===== config.mk =====
export PLATFORM = sky130hd
export DESIGN_NAME = truth_table_sweeper
export DESIGN_NICKNAME = d
export VERILOG_FILES = /design/src/rtl/truth_table_sweeper.sv
export SDC_FILE = /design/constraint.sdc
export NUM_CORES = 1
export LEC_CHECK = 0
export CELL_PAD_IN_SITES_DETAIL_PLACEMENT = 1
export CELL_PAD_IN_SITES_GLOBAL_PLACEMENT = 1
export CORE_MARGIN = 5
export CORE_UTILIZATION = 30
export CTS_CLUSTER_DIAMETER = 40
export DETAILED_ROUTE_END_ITERATION = 16
export MAX_ROUTING_LAYER = met4
export PLACE_DENSITY = 0.73
export SLEW_MARGIN = 20
export SYNTH_ARGS = -nofsm -noshare
export SYNTH_HDL_FRONTEND = slang
export SYNTH_SLANG_ARGS = --single-unit

===== constraint.sdc =====
create_clock -name clk -period 1.9 [get_ports clk]
set_clock_uncertainty 0.1 [all_clocks]
set_input_delay 0.57 -clock clk [delete_from_list [all_inputs] [get_ports clk]]
set_output_delay 0.57 -clock clk [all_outputs]
set_load 0.005 [all_outputs]

===== src/rtl/truth_table_sweeper.sv =====
// Sweeps every N-bit input code into a small combinational block, holds each for SETTLE cycles,
// samples y once per code and compares the measured truth table against a latched expected table.
module truth_table_sweeper #(
  parameter int N      = 3,
  parameter int SETTLE = 1
) (
  input  logic                clk,
  input  logic                rst_n,
  input  logic                start,
  input  logic [(1<<N)-1:0]   expected,
  input  logic                y_in,
  output logic [N-1:0]        data_out,
  output logic                busy,
  output logic                done,
  output logic [(1<<N)-1:0]   table_out,
  output logic                mismatch,
  output logic [N:0]          err_cnt
);

  localparam int T  = 1 << N;
  localparam int CW = (SETTLE > 1) ? $clog2(SETTLE) : 1;
  localparam logic [CW-1:0] SETTLE_M1 = CW'(SETTLE - 1);

  typedef enum logic [1:0] {IDLE, RUN, DONE} state_t;

  state_t          state_q, state_d;
  logic [N-1:0]    code_q,  code_d;
  logic [CW-1:0]   cnt_q,   cnt_d;
  logic [T-1:0]    exp_q,   exp_d;
  logic [T-1:0]    tab_q,   tab_d;
  logic [N:0]      err_q,   err_d;
  logic            mm_q,    mm_d;
  logic            last_code;

  assign last_code = (code_q == {N{1'b1}});

  always_ff @(posedge clk or negedge rst_n) begin
    if (!rst_n) begin
      state_q <= IDLE;
      code_q  <= '0;
      cnt_q   <= '0;
      exp_q   <= '0;
      tab_q   <= '0;
      err_q   <= '0;
      mm_q    <= 1'b0;
    end else begin
      state_q <= state_d;
      code_q  <= code_d;
      cnt_q   <= cnt_d;
      exp_q   <= exp_d;
      tab_q   <= tab_d;
      err_q   <= err_d;
      mm_q    <= mm_d;
    end
  end

  always_comb begin
    state_d = state_q;
    code_d  = code_q;
    cnt_d   = cnt_q;
    exp_d   = exp_q;
    tab_d   = tab_q;
    err_d   = err_q;
    mm_d    = mm_q;
    case (state_q)
      IDLE: begin
        if (start) begin
          state_d = RUN;
          exp_d   = expected;
          tab_d   = '0;
          err_d   = '0;
          mm_d    = 1'b0;
          code_d  = '0;
          cnt_d   = SETTLE_M1;
        end
      end
      RUN: begin
        if (cnt_q != '0) begin
          cnt_d = cnt_q - CW'(1);
        end else begin
          tab_d[code_q] = y_in;
          if (y_in != exp_q[code_q]) err_d = err_q + (N+1)'(1);
          if (last_code) begin
            state_d = DONE;
            code_d  = '0;
            // final compare must include the sample taken on this edge
            mm_d    = (tab_d != exp_q);
          end else begin
            code_d = code_q + N'(1);
            cnt_d  = SETTLE_M1;
          end
        end
      end
      DONE:    state_d = IDLE;
      default: state_d = IDLE;
    endcase
  end

  always_comb begin
    data_out  = code_q;
    busy      = (state_q == RUN);
    done      = (state_q == DONE);
    table_out = tab_q;
    mismatch  = mm_q;
    err_cnt   = err_q;
  end

endmodule


; ---- Word level (Yosys, flattened, before mapping)
; Cells that the tools add are included.
[word_totals]
reg_bits = 27
word_cells = 56
[op_classes]
addsub = 3
n_lt_le_gt_ge = 2
eq_ne = 9
mux = 26
reduce_logical = 9
[op_table]
columns = operator, n
row1 = two-way mux 8 bit, 2
row2 = one-hot mux 8 bit (2 select lines), 1
row3 = two-way mux 4 bit, 3
row4 = two-way mux 3 bit, 3
row5 = bitwise mux 8 bit, 1
row6 = inequality test 8 bit, 1
row7 = one-hot mux 4 bit (2 select lines), 1
row8 = AND reduction 4 bit, 2
row9 = two-way mux 1 bit, 6
row10 = two-way mux 2 bit, 3
row11 = one-hot mux 3 bit (2 select lines), 1
row12 = AND reduction 3 bit, 2
row13 = adder 4 x 1 -> 4 bit (second input constant), 1
row14 = less-than comparator 3 x 4 -> 1 bit (second input constant), 1
row15 = inequality test 2 x 1 -> 1 bit (second input constant), 2
row16 = inequality test 2 bit (second input constant), 2
row17 = one-hot mux 1 bit (2 select lines), 2
row18 = one-hot mux 2 bit (2 select lines), 1
row19 = AND reduction 2 bit, 2
row20 = adder 3 x 1 -> 3 bit (second input constant), 1
row21 = binary-select mux 1 bit (select 3 bit), 1
row22 = demux 1 bit (select 3 bit), 1
row23 = equality test 3 bit (second input constant), 1
row24 = greater-or-equal comparator 3 x 1 -> 1 bit (second input constant), 1
row25 = 7 further kinds, 7

; ---- Longest topological paths before layout
; Gate-level depths: netlist of the first run.
[depth]
depth_word = 9
depth_mapped = 7
mapped_depth_nobuf = 6

; ---- Worst setup path before layout of the first run
; No wires, ideal clock.
[synth_path]
path_kind = register to register
start = register code_q[1], in the netlist data_out[1]
end = register err_q[2], in the netlist err_cnt[2]
arrival_ns = 1.629
required_ns = 1.671
path_slack_ns = 0.042
stages_incl_launch_ff = 7
path_buffers = 1
synth_period_minus_slack_ns = 1.858
cell_sequence = dfrtp_1 -> buf_6 -> mux2i_1 -> mux4_2 -> mux2i_4 -> o211ai_1 -> o31ai_1
[synth_between]
elab_chain_len = 5
[synth_rtl]
columns = element, line
row1 = start: declaration, 27  ; logic [N-1:0] code_q, code_d;
row2 = start signal: assignment, 48  ; code_q <= code_d;
row3 = binary-select mux 1 bit (select 3 bit), 82  ; if (y_in != exp_q[code_q]) err_d = err_q + (N+1)'(1);
row4 = two-way mux 1 bit (not written as such), 82
row5 = inequality test 1 bit, 82
row6 = inequality test 2 x 1 -> 1 bit (no line), --
row7 = AND reduction 4 bit (no line), --
row8 = end signal: assignment, 52  ; err_q <= err_d;
row9 = end: declaration, 31  ; logic [N:0] err_q, err_d;
; No other way between the ends. The select of a mux whose other input is x is not followed.
; A chain may end at the register's enable or synchronous reset.

; ---- Worst setup path in the final report of the first run
[layout_path]
start = register code_q[1], in the netlist data_out[1]
end = output port data_out[1]
[layout_lines]
columns = element, line
row1 = end: declaration, 12  ; output logic [N-1:0] data_out,
; No word-level cell between the ends.

==> run_summary.xml, run 1 <==
<?xml version="1.0" encoding="UTF-8"?>
<metrics>
  <group name="placed_design">
    <metric name="dp.cells" unit="">277</metric>
    <metric name="gp_congestion" unit="">0.8983</metric>
    <metric name="io_buffer_count" unit="">29</metric>
    <metric name="dp.final_hpwl" unit="mm">3.339</metric>
  </group>
  <group name="detailed_routing">
    <metric name="route.vias.total" unit="">1456</metric>
    <metric name="wirelength" unit="mm">4.619</metric>
    <metric name="route.detailed.vias_per_inst" unit="">4.837</metric>
    <metric name="drt-initial-drc-count" unit="">59</metric>
    <metric name="routed_wire_length_per_instance" unit="µm">15.35</metric>
    <metric name="detail_route.first_pass.iterations" unit="">4</metric>
    <metric name="antenna_left" unit="">0</metric>
    <metric name="drt_drc_violations_left" unit="">0</metric>
  </group>
  <group name="pwr">
    <metric name="p_clk_share" unit="%">9.6</metric>
    <metric name="net-switching-power" unit="µW">1458</metric>
    <metric name="peakVddDrop" unit="mV">0.6741</metric>
    <metric name="intPower" unit="µW">2372</metric>
    <metric name="p_comb_share" unit="%">64.6</metric>
    <metric name="report.power.total" unit="µW">3830</metric>
    <metric name="power.density_cell_area" unit="nW/µm²">1643</metric>
    <metric name="leak_pwr" unit="µW">0.001126</metric>
    <metric name="switching_share" unit="%">38.07</metric>
    <metric name="seq_power_share" unit="%">25.8</metric>
  </group>
  <group name="floorplanning">
    <metric name="design.die.area" unit="µm²">6658</metric>
    <metric name="core_region_area" unit="µm²">5042</metric>
    <metric name="die_height" unit="µm">81.60</metric>
    <metric name="ioPinCount" unit="">30</metric>
    <metric name="floorplan.initialDensity" unit="%">30.50</metric>
    <metric name="std_cell_rows" unit="">26</metric>
    <metric name="die_x" unit="µm">81.60</metric>
  </group>
  <group name="finish">
    <metric name="areaGrowthSynthToFinish" unit="%">51.59</metric>
    <metric name="final_cell_mix" unit="">sky130_fd_sc_hd__buf_4, sky130_fd_sc_hd__nand2_1, sky130_fd_sc_hd__dfrtp_1, sky130_fd_sc_hd__clkdlybuf4s50_1, sky130_fd_sc_hd__a22o_1</metric>
    <metric name="n_fill_cell" unit="">590</metric>
    <metric name="final_net_count" unit="">247</metric>
    <metric name="mostFrequentLayoutCell" unit="">sky130_fd_sc_hd__buf_4</metric>
    <metric name="finalNonFillerCells" unit="">301</metric>
    <metric name="drive_above_1_share" unit="%">30.74</metric>
    <metric name="final_antenna_diode_count" unit="">0</metric>
  </group>
  <group name="critical_path">
    <metric name="crit-reg2reg-launch" unit="">data_out[1]</metric>
    <metric name="critical_path_required" unit="ns">1.23</metric>
    <metric name="regToRegEndpoint" unit="">err_cnt[3]</metric>
    <metric name="critPathArrivalTime" unit="ns">1.35</metric>
    <metric name="setup_crit_end_kind" unit="">output port</metric>
    <metric name="timing_worst_setup_path_type" unit="">reg2out</metric>
    <metric name="r2r_slack" unit="ns">-0.10</metric>
    <metric name="setup.worst_path.start_class" unit="">flop</metric>
    <metric name="r2r_cells" unit="">6</metric>
    <metric name="biggest_fanout_along_the_worst_timing_path" unit="">10</metric>
  </group>
  <group name="clocking">
    <metric name="cts_inserted_buffers" unit="">3</metric>
    <metric name="post_cts_hold_buffer_count" unit="">0</metric>
    <metric name="clkLatencyLatePin" unit="ns">0.27</metric>
    <metric name="cts.path.max_buffers" unit="">2</metric>
    <metric name="cts.htree.levels" unit="">1</metric>
    <metric name="ctsRootBufferMaster" unit="">sky130_fd_sc_hd__clkbuf_8</metric>
    <metric name="cts_tree" unit="">yes</metric>
    <metric name="clkSinkCount" unit="">26</metric>
    <metric name="clk_pin_slew" unit="ns">0.09</metric>
  </group>
  <group name="outcome">
    <metric name="failing_checks" unit="">setup timing</metric>
    <metric name="outcome" unit="">finished, violations left</metric>
  </group>
  <group name="synth">
    <metric name="netlist_instances" unit="">158</metric>
    <metric name="ys_seq_area_share" unit="%">42.31</metric>
    <metric name="yosysWarnings" unit="">0</metric>
    <metric name="post_synth_instance_area" unit="µm²">1538</metric>
    <metric name="yosys_register_bits" unit="">26</metric>
    <metric name="synthesized_net_count" unit="">173</metric>
    <metric name="syn_area_per_cell" unit="µm²">9.732</metric>
    <metric name="post_synth_num_cell_types" unit="">38</metric>
  </group>
  <group name="global_route">
    <metric name="gr-usage-all-layers" unit="%">15.29</metric>
    <metric name="globalRoute.busiestLayer" unit="">met2</metric>
    <metric name="number_of_antenna_violations_at_the_first_check_in_global_routing" unit="">0</metric>
    <metric name="globalRoute.totalOverflow" unit="">0</metric>
    <metric name="met2_layer_usage_reported_by_global_route" unit="%">24.67</metric>
    <metric name="grtUsageMet1" unit="%">20.08</metric>
    <metric name="grt_pass1_wl" unit="mm">7.472</metric>
    <metric name="grt_max_degree" unit="">27</metric>
    <metric name="vias_in_the_first_global_route" unit="">1479</metric>
    <metric name="met3_usage" unit="%">1.754</metric>
  </group>
  <group name="timing">
    <metric name="number_of_max_slew_violations_in_the_final_report" unit="">0</metric>
    <metric name="layout_worst_path_cycle_share" unit="%">106.4</metric>
    <metric name="postLayoutSetupSlackWorst" unit="ns">-0.1212</metric>
    <metric name="max_freq" unit="MHz">494.8</metric>
    <metric name="transition_at_the_pin_with_the_smallest_max_transition_slack" unit="ns">0.4004</metric>
    <metric name="timing.final.setup_violations" unit="">4</metric>
    <metric name="finalHoldViolations" unit="">0</metric>
    <metric name="finalWorstPathRequiredPeriod" unit="ns">2.021</metric>
    <metric name="maxSlewHeadroom" unit="%">72.97</metric>
    <metric name="grt_setup_unrepaired" unit="">true</metric>
  </group>
  <group name="hold_path">
    <metric name="hold_class" unit="">reg2reg</metric>
    <metric name="holdCritStartpoint" unit="">err_cnt[3]</metric>
    <metric name="timing.hold.worst_path_depth" unit="">1</metric>
    <metric name="worst_case_hold_path_end_point" unit="">err_cnt[3]</metric>
  </group>
  <group name="job">
    <metric name="count_of_max_cap_constraint_violations" unit="">0</metric>
  </group>
</metrics>
## worst max path at each step
stage                     start           end  slack (ns)  depth (start not counted)
CTS                 data_out[1]    err_cnt[3]       -0.12                          6
global route        data_out[1]   data_out[1]       -0.17                          2
floorplan           data_out[1]    err_cnt[2]        0.04                          6
finish              data_out[1]   data_out[1]       -0.12                          2
detailed placement         y_in  table_out[0]       -0.39                          5
global placement           y_in      mismatch       -0.39                          6
## per-layer routing
metal  vias to the layer above  part of all wire [%]
met3                         5                   3.2
met2                        31                    48
met1                       708                    47
met4                         0                   1.3
met5                         -                     0
li1                        712                     -
## state kept, by name, summed over array words and instances, names as in the netlist
name and cells:
data_out 3, err_cnt 4, exp_q 8, mismatch 1
state_q 2, table_out 8
## layout make-up
type / instances / area [µm²] / share of cell area [%]
multi-input combinational: 118 / 849.6 / 36.45
inverter: 5 / 18.77 / 0.8052
sequential: 26 / 654.4 / 28.07
clock buffer: 4 / 55.05 / 2.362
timing repair buffer: 78 / 665.6 / 28.56
tap: 70 / 87.58 / 3.757
## power by group through the flow
stage	logic [µW]	registers [µW]	clock network, µW
after floorplan	1150	1030	0
after global placement	2000	1090	0
after detailed placement	2060	1110	0
after CTS	2320	1030	380
after global routing	2710	1020	417
final	2470	988	369
## synth_stat cells, drive strengths merged
cell type | n | area share [%]
nand2 | 29 | 7.1
dfrtp | 26 | 42
a22o | 10 | 5.7
mux2 | 8 | 5.9
mux2i | 8 | 6.0
clkbuf | 7 | 1.7
nor2 | 7 | 1.7
nand3 | 6 | 2.0
nand3b | 6 | 2.9
inv | 5 | 1.2
o21ai | 5 | 1.6
xor2 | 4 | 2.3
a21oi | 3 | 0.98
ha | 3 | 2.4
nor3b | 3 | 1.5
o31ai | 3 | 1.5
and2 | 2 | 0.81
buf | 2 | 1.1
nand2b | 2 | 0.81
o211ai | 2 | 0.98
xnor2 | 2 | 1.1
a2111oi | 1 | 0.57
a211oi | 1 | 0.49
a22oi | 1 | 0.49
mux4 | 1 | 1.5
nand4 | 1 | 0.41
nand4b | 1 | 0.57
nor2b | 1 | 0.41
nor3 | 1 | 0.33
nor4b | 1 | 0.57
nor4bb | 1 | 0.65
o21a | 1 | 0.49
o21bai | 1 | 0.49
o22ai | 1 | 0.41
o311ai | 1 | 0.57
o32ai | 1 | 0.57
## logic make-up after synthesis
| logic type | count (synthesis) | share of synthesized area (%) |
|---|---|---|
| simple gates | 61 | 19.69 |
| compound gates | 31 | 14.81 |
| flops | 26 | 42.31 |
| mux | 17 | 13.34 |
| buf+inv | 14 | 3.987 |
| xor+xnor | 6 | 3.417 |
| fa+ha+maj | 3 | 2.441 |
## per-stage QoR
stage / utilization, % / instance area [µm²] / hold WS, ns / TNS (ns) / setup slack, ns
after floorplan: - / 1538 / 0.1744 / 0 / 0.04222
after global placement: 41.46 / 2091 / 0.3941 / -3.760 / -0.3900
after detailed placement: 41.46 / 2091 / 0.4137 / -4.125 / -0.3938
after CTS: 44.54 / 2246 / 0.4341 / -0.4343 / -0.1246
after global routing: 46.23 / 2331 / 0.4705 / -0.6335 / -0.1683
final: 46.23 / 2331 / 0.4406 / -0.3046 / -0.1212
## worst max-delay path, stage by stage, from the launching register on
cell and delay (ns):
sky130_fd_sc_hd__dfrtp_2 0.39, sky130_fd_sc_hd__buf_4 0.18, sky130_fd_sc_hd__clkdlybuf4s50_1 0.51
## timing repair
action,in CTS,in global routing
endpoints found under the hold margin,0,0
setup endpoints to repair,22,16
pin swaps,2,2
buffers inserted,12,8
gates resized for setup,11,7
cloned,0,0
Note: power is estimated with default switching activity, not from simulation.
==> run 2, diff against run 1 <==
--- a/config.mk
+++ b/config.mk
@@ -12,7 +12,7 @@
 export CTS_CLUSTER_DIAMETER = 40
 export DETAILED_ROUTE_END_ITERATION = 16
 export MAX_ROUTING_LAYER = met4
-export PLACE_DENSITY = 0.73
+export PLACE_DENSITY = 0.7
 export SLEW_MARGIN = 20
 export SYNTH_ARGS = -nofsm -noshare
 export SYNTH_HDL_FRONTEND = slang
==> constraint.sdc (replaced) <==
create_clock -name clk -period 2.2 [get_ports clk]
set_clock_uncertainty 0.1 [all_clocks]
set_input_delay 0.66 -clock clk [delete_from_list [all_inputs] [get_ports clk]]
set_output_delay 0.66 -clock clk [all_outputs]
set_load 0.005 [all_outputs]
==> run 2 against run 1 <==
Against the previous run: the flow now finishes without violations; core utilization fell by 5.1 points; count of clock-buffer cells in the layout fell by 1; worst hold slack got worse by 0.044 ns; critical path depth did not move; clock power fell by 22%; first-iteration DRC count did not move.
==> run_summary.xml, run 2 (synthesis gave the netlist of run 1 again) <==
<?xml version="1.0" encoding="UTF-8"?>
<metrics>
  <group name="outcome">
    <metric name="outcome" unit="">complete, no violations</metric>
  </group>
  <group name="finish">
    <metric name="areaGrowthSynthToFinish" unit="%">34.83</metric>
    <metric name="drive_above_1_share" unit="%">17.09</metric>
    <metric name="final_antenna_diode_count" unit="">0</metric>
    <metric name="finalNonFillerCells" unit="">269</metric>
    <metric name="area.sequential" unit="µm²">651.9</metric>
    <metric name="final_cell_mix" unit="">sky130_fd_sc_hd__nand2_1, sky130_fd_sc_hd__clkdlybuf4s50_1, sky130_fd_sc_hd__dfrtp_1, sky130_fd_sc_hd__buf_4, sky130_fd_sc_hd__a22o_1</metric>
    <metric name="final_net_count" unit="">216</metric>
    <metric name="n_fill_cell" unit="">590</metric>
    <metric name="multiInputGateArea" unit="µm²">833.3</metric>
    <metric name="mostFrequentLayoutCell" unit="">sky130_fd_sc_hd__nand2_1</metric>
  </group>
  <group name="pwr">
    <metric name="leak_pwr" unit="µW">0.0009220</metric>
    <metric name="peakVddDrop" unit="mV">0.4572</metric>
    <metric name="power.density_cell_area" unit="nW/µm²">1401</metric>
  </group>
  <group name="timing">
    <metric name="layout_worst_path_cycle_share" unit="%">96.24</metric>
    <metric name="timing.final.setup_violations" unit="">0</metric>
    <metric name="max_freq" unit="MHz">472.3</metric>
    <metric name="grt_setup_unrepaired" unit="">false</metric>
    <metric name="maxSlewHeadroom" unit="%">72.27</metric>
    <metric name="finalHoldViolations" unit="">0</metric>
    <metric name="transition_at_the_pin_with_the_smallest_max_transition_slack" unit="ns">0.4055</metric>
    <metric name="number_of_max_slew_violations_in_the_final_report" unit="">0</metric>
    <metric name="postLayoutSetupSlackWorst" unit="ns">0.08281</metric>
    <metric name="finalWorstPathRequiredPeriod" unit="ns">2.117</metric>
  </group>
  <group name="critical_path">
    <metric name="crit-reg2reg-launch" unit="">data_out[1]</metric>
    <metric name="critPathMaxStageDelay" unit="ns">0.52</metric>
    <metric name="critical_path_required" unit="ns">1.44</metric>
    <metric name="timing_worst_setup_path_type" unit="">reg2out</metric>
    <metric name="critPathArrivalTime" unit="ns">1.36</metric>
    <metric name="cell_chain_critical_path" unit="">nor2b_1 &gt; clkdlybuf4s50_1</metric>
    <metric name="crit_path_slowest_cell" unit="">sky130_fd_sc_hd__clkdlybuf4s50_1</metric>
    <metric name="biggest_fanout_along_the_worst_timing_path" unit="">3</metric>
    <metric name="regToRegEndpoint" unit="">err_cnt[0]</metric>
    <metric name="setup.worst_path.start" unit="">state_q[0]</metric>
    <metric name="setup_crit_end_kind" unit="">output port</metric>
    <metric name="cp.buffers_inverters" unit="">1</metric>
    <metric name="critPathTopFamily" unit="">buffers and inverters</metric>
    <metric name="r2r_cells" unit="">6</metric>
    <metric name="r2r_slack" unit="ns">0.18</metric>
    <metric name="setup.worst_path.start_class" unit="">flop</metric>
  </group>
  <group name="floorplanning">
    <metric name="ioPinCount" unit="">30</metric>
    <metric name="floorplan.initialDensity" unit="%">30.50</metric>
    <metric name="core_region_area" unit="µm²">5042</metric>
    <metric name="die_x" unit="µm">81.60</metric>
    <metric name="std_cell_rows" unit="">26</metric>
    <metric name="design.die.area" unit="µm²">6658</metric>
    <metric name="die_height" unit="µm">81.60</metric>
  </group>
  <group name="global_route">
    <metric name="met3_usage" unit="%">1.645</metric>
    <metric name="grt_pass1_wl" unit="mm">7.514</metric>
    <metric name="gr-usage-all-layers" unit="%">15.36</metric>
    <metric name="globalRoute.busiestLayer" unit="">met2</metric>
    <metric name="met2_layer_usage_reported_by_global_route" unit="%">24.59</metric>
    <metric name="vias_in_the_first_global_route" unit="">1510</metric>
    <metric name="grt_max_degree" unit="">27</metric>
    <metric name="number_of_antenna_violations_at_the_first_check_in_global_routing" unit="">0</metric>
    <metric name="globalRoute.totalOverflow" unit="">0</metric>
    <metric name="grtUsageMet1" unit="%">19.50</metric>
  </group>
  <group name="clocking">
    <metric name="cts_inserted_buffers" unit="">3</metric>
    <metric name="post_cts_hold_buffer_count" unit="">0</metric>
    <metric name="cts_tree" unit="">yes</metric>
    <metric name="cts.path.max_buffers" unit="">2</metric>
    <metric name="clkLatencyLatePin" unit="ns">0.27</metric>
    <metric name="ctsRootBufferMaster" unit="">sky130_fd_sc_hd__clkbuf_8</metric>
    <metric name="clk_pin_slew" unit="ns">0.10</metric>
    <metric name="clkSinkCount" unit="">26</metric>
    <metric name="cts.htree.levels" unit="">1</metric>
  </group>
  <group name="detailed_routing">
    <metric name="detail_route.first_pass.iterations" unit="">4</metric>
    <metric name="route.vias.total" unit="">1372</metric>
    <metric name="drt_drc_violations_left" unit="">0</metric>
    <metric name="routed_wire_length_per_instance" unit="µm">16.64</metric>
    <metric name="route.detailed.vias_per_inst" unit="">5.100</metric>
    <metric name="wirelength" unit="mm">4.475</metric>
    <metric name="antenna_left" unit="">0</metric>
    <metric name="drt-initial-drc-count" unit="">59</metric>
  </group>
  <group name="placed_design">
    <metric name="io_buffer_count" unit="">29</metric>
    <metric name="dp.cells" unit="">265</metric>
    <metric name="pre_cts_slack" unit="ns">-0.1141</metric>
    <metric name="gp_congestion" unit="">0.8898</metric>
    <metric name="dp.final_hpwl" unit="mm">3.292</metric>
  </group>
  <group name="hold_path">
    <metric name="hold_class" unit="">reg2reg</metric>
    <metric name="holdCritStartpoint" unit="">err_cnt[3]</metric>
    <metric name="worst_case_hold_path_end_point" unit="">err_cnt[3]</metric>
    <metric name="timing.hold.worst_path_depth" unit="">1</metric>
  </group>
  <group name="job">
    <metric name="count_of_max_cap_constraint_violations" unit="">0</metric>
  </group>
</metrics>
## run 2: cell types whose count changed in the layout (fill, tap and decap cells not counted), moves of 2 or more
| cell | delta |
|---|---|
| sky130_fd_sc_hd__buf_4 | -31 |
| sky130_fd_sc_hd__clkdlybuf4s50_1 | +6 |
| sky130_fd_sc_hd__dlygate4sd2_1 | -3 |
| sky130_fd_sc_hd__dfrtp_1 | +2 |
| sky130_fd_sc_hd__dfrtp_2 | -2 |
| sky130_fd_sc_hd__dlymetal6s2s_1 | -2 |
## run 2: per-layer routing
layer	up-vias	share of wire, %
met5	-	0
met1	687	46
li1	646	-
met4	0	2.5
met3	8	2.4
met2	31	49
## run 2: cell type report
| type | instances | share of cell area, % |
|---|---|---|
| clock buffer | 3 | 1.992 |
| inverter | 5 | 0.9052 |
| multi-input combinational | 118 | 40.19 |
| tap | 70 | 4.224 |
| timing repair buffer | 47 | 21.24 |
| sequential | 26 | 31.44 |
## run 2: worst max path at each step
stage                          end  slack [ns]  cells after the start
after floorplan           mismatch        0.33                      6
after global placement    mismatch       -0.05                      6
after detailed placement  mismatch       -0.11                      6
after CTS                     busy        0.03                      3
after global routing      mismatch        0.01                      6
final                         done        0.08                      2
## run 2: through the flow
stage          area (µm²)  setup TNS, ns  hold WS, ns  utilization (%)  total power (µW)
2_1_floorplan        1538              0       0.2644                -              1880
3_3_place_gp         2013        -0.1510       0.3765            39.93              2570
3_5_place_dp         2013        -0.5604       0.3885            39.93              2629
4_1_cts              2071              0       0.4006            41.07              2949
5_1_grt              2073              0       0.4328            41.12              3160
6_report             2073              0       0.3969            41.12              2905
## run 2: what timing repair did
item	4_1_cts	5_1_grt
setup endpoints to repair	2	1
pin swaps	0	0
gates resized for setup	3	1
buffers inserted	1	0
## run 2: power by group
part	internal, µW	switching, µW
Clock	123	163
Combinational	924	737
Sequential	685	273
Total	1730	1170
==> run 3, diff against run 2 <==
--- a/config.mk
+++ b/config.mk
@@ -7,7 +7,6 @@
 export LEC_CHECK = 0
 export CELL_PAD_IN_SITES_DETAIL_PLACEMENT = 1
 export CELL_PAD_IN_SITES_GLOBAL_PLACEMENT = 1
-export CORE_MARGIN = 5
 export CORE_UTILIZATION = 30
 export CTS_CLUSTER_DIAMETER = 40
 export DETAILED_ROUTE_END_ITERATION = 16
==> run 3 against run 2 <==
Against the previous run: wire length decreased by 3.4%; flip-flop and latch count unchanged; clock power decreased by 5%; sequential share of layout area increased by 1.0 points; maximum frequency increased by 0.26%; setup slack improved by 0.0055 ns; worst hold slack improved by 0.020 ns; register-to-register slack got worse by 0.02 ns; power decreased by 2.7%; core utilization increased by 0.78 points; critical path type unchanged.
==> run_summary.xml, run 3 (synthesis gave the netlist of run 1 again) <==
<?xml version="1.0" encoding="UTF-8"?>
<metrics>
  <group name="global_route">
    <metric name="gr-usage-all-layers" unit="%">18.21</metric>
    <metric name="globalRoute.totalOverflow" unit="">0</metric>
    <metric name="number_of_antenna_violations_at_the_first_check_in_global_routing" unit="">0</metric>
    <metric name="grt_pass1_wl" unit="mm">7.203</metric>
    <metric name="vias_in_the_first_global_route" unit="">1443</metric>
    <metric name="grt_max_degree" unit="">27</metric>
  </group>
  <group name="clocking">
    <metric name="cts_inserted_buffers" unit="">3</metric>
    <metric name="clkSinkCount" unit="">26</metric>
    <metric name="ctsRootBufferMaster" unit="">sky130_fd_sc_hd__clkbuf_8</metric>
    <metric name="clkLatencyLatePin" unit="ns">0.27</metric>
    <metric name="post_cts_hold_buffer_count" unit="">0</metric>
    <metric name="cts.htree.levels" unit="">1</metric>
    <metric name="cts.path.max_buffers" unit="">2</metric>
    <metric name="cts_tree" unit="">yes</metric>
    <metric name="clk_pin_slew" unit="ns">0.09</metric>
  </group>
  <group name="placed_design">
    <metric name="io_buffer_count" unit="">29</metric>
    <metric name="area_post_placement" unit="µm²">1937</metric>
    <metric name="gp_congestion" unit="">0.8596</metric>
    <metric name="dp.final_hpwl" unit="mm">3.245</metric>
  </group>
  <group name="floorplanning">
    <metric name="floorplan.initialDensity" unit="%">31.92</metric>
    <metric name="ioPinCount" unit="">30</metric>
    <metric name="die_x" unit="µm">73.60</metric>
    <metric name="design.die.area" unit="µm²">5416</metric>
    <metric name="core_region_area" unit="µm²">4817</metric>
    <metric name="die_height" unit="µm">73.60</metric>
    <metric name="std_cell_rows" unit="">25</metric>
  </group>
  <group name="finish">
    <metric name="area.sequential" unit="µm²">655.6</metric>
    <metric name="final_cell_mix" unit="">sky130_fd_sc_hd__nand2_1, sky130_fd_sc_hd__clkdlybuf4s50_1, sky130_fd_sc_hd__dfrtp_1, sky130_fd_sc_hd__buf_4, sky130_fd_sc_hd__a22o_1</metric>
    <metric name="n_fill_cell" unit="">568</metric>
    <metric name="multiInputGateArea" unit="µm²">835.8</metric>
    <metric name="final_core_utilization" unit="%">41.90</metric>
    <metric name="drive_above_1_share" unit="%">16.58</metric>
    <metric name="final_antenna_diode_count" unit="">0</metric>
    <metric name="fin_area" unit="µm²">2018</metric>
    <metric name="mostFrequentLayoutCell" unit="">sky130_fd_sc_hd__nand2_1</metric>
    <metric name="areaGrowthSynthToFinish" unit="%">31.25</metric>
    <metric name="final_net_count" unit="">210</metric>
  </group>
  <group name="critical_path">
    <metric name="critPathArrivalTime" unit="ns">1.35</metric>
    <metric name="cell_chain_critical_path" unit="">clkdlybuf4s50_1</metric>
    <metric name="biggest_fanout_along_the_worst_timing_path" unit="">11</metric>
    <metric name="crit_path_slowest_cell" unit="">sky130_fd_sc_hd__clkdlybuf4s50_1</metric>
    <metric name="setup.worst_path.start_class" unit="">flop</metric>
    <metric name="timing_worst_setup_path_type" unit="">reg2out</metric>
    <metric name="critical_path_required" unit="ns">1.44</metric>
    <metric name="setup_crit_end_kind" unit="">output port</metric>
    <metric name="worstSetupPathDepth" unit="">1</metric>
    <metric name="critPathMaxStageDelay" unit="ns">0.56</metric>
    <metric name="critPathTopFamily" unit="">buffers and inverters</metric>
    <metric name="r2r_cells" unit="">6</metric>
    <metric name="cp.buffers_inverters" unit="">1</metric>
  </group>
  <group name="detailed_routing">
    <metric name="route.detailed.vias_per_inst" unit="">5.231</metric>
    <metric name="route.vias.total" unit="">1360</metric>
    <metric name="antenna_left" unit="">0</metric>
    <metric name="drt_drc_violations_left" unit="">0</metric>
    <metric name="drt-initial-drc-count" unit="">63</metric>
    <metric name="routed_wire_length_per_instance" unit="µm">16.62</metric>
    <metric name="detail_route.first_pass.iterations" unit="">4</metric>
    <metric name="wirelength" unit="mm">4.321</metric>
  </group>
  <group name="timing">
    <metric name="finalWorstPathRequiredPeriod" unit="ns">2.112</metric>
    <metric name="number_of_max_slew_violations_in_the_final_report" unit="">0</metric>
    <metric name="timing.final.setup_violations" unit="">0</metric>
    <metric name="layout_worst_path_cycle_share" unit="%">95.98</metric>
    <metric name="max_freq" unit="MHz">473.6</metric>
    <metric name="finalHoldViolations" unit="">0</metric>
    <metric name="maxSlewHeadroom" unit="%">41.07</metric>
    <metric name="grt_setup_unrepaired" unit="">false</metric>
    <metric name="transition_at_the_pin_with_the_smallest_max_transition_slack" unit="ns">0.8822</metric>
  </group>
  <group name="pwr">
    <metric name="peakVddDrop" unit="mV">0.3923</metric>
    <metric name="power.density_cell_area" unit="nW/µm²">1400</metric>
    <metric name="leak_pwr" unit="µW">0.0008855</metric>
  </group>
  <group name="hold_path">
    <metric name="hold_class" unit="">reg2reg</metric>
    <metric name="timing.hold.worst_path_depth" unit="">1</metric>
  </group>
  <group name="outcome">
    <metric name="outcome" unit="">complete, no violations</metric>
  </group>
  <group name="job">
    <metric name="count_of_max_cap_constraint_violations" unit="">0</metric>
  </group>
</metrics>
==> run 3: cell count changes in the layout (fill, tap and decap cells not counted) <==
cell	previous run	this run
sky130_fd_sc_hd__buf_4	17	12
sky130_fd_sc_hd__dfrtp_2	1	4
sky130_fd_sc_hd__nor2_2	0	1
sky130_fd_sc_hd__dfrtp_1	25	22
sky130_fd_sc_hd__nor2_1	7	6
sky130_fd_sc_hd__buf_12	1	0
==> run 3: per-stage QoR <==
step           setup TNS (ns)  total power (µW)  hold WS, ns  setup WS [ns]  instances
2_1_floorplan               0              1880       0.2644         0.3320        158
3_3_place_gp           -1.140              2445       0.3781        -0.1367        254
3_5_place_dp           -2.992              2530       0.4081        -0.3433        254
4_1_cts              -0.02419              2828       0.4222       -0.01234        257
5_1_grt                     0              3064       0.4658       0.009126        260
6_report                    0              2826       0.4167        0.08835        260
==> run 3: path summary, 6_finish.rpt <==
path,start,endpoint,slack (ns)
worst max-delay path,data_out[1],data_out[1],0.09
worst min-delay path,err_cnt[3],err_cnt[3],0.42
worst max register to register,data_out[1],mismatch,0.16
worst min register to register,err_cnt[3],err_cnt[3],0.42
max in group asynchronous,rst_n,state_q[0],1.04
min in group asynchronous,rst_n,table_out[2],0.66
==> run 3: cell type report <==
| cell class | count | area share (%) |
|---|---|---|
| clock buffers | 3 | 2.046 |
| inverters | 5 | 0.9299 |
| repair buffers | 41 | 18.97 |
| well taps | 67 | 4.154 |
| flip-flops and latches | 26 | 32.49 |
| multi-input cells | 118 | 41.41 |
==> run 3: repair_timing <==
item / 4_1_cts / 5_1_grt
buffers inserted: 0 / 3
gates resized for setup: 5 / 3
setup endpoints to repair: 6 / 10
==> run 3: layer usage <==
metal	up-vias	global-route usage (%)	wire, µm
li1	638	-	-
met1	682	23.04	1952
met2	32	28.95	2129
met3	8	3.429	161
met4	0	6.624	78
met5	-	-	0
==> run 3: where the power goes <==
group	switching (µW)	total [µW]	internal (µW)
combinational	670	1540	871
sequential	324	1010	689
clock	150	273	123
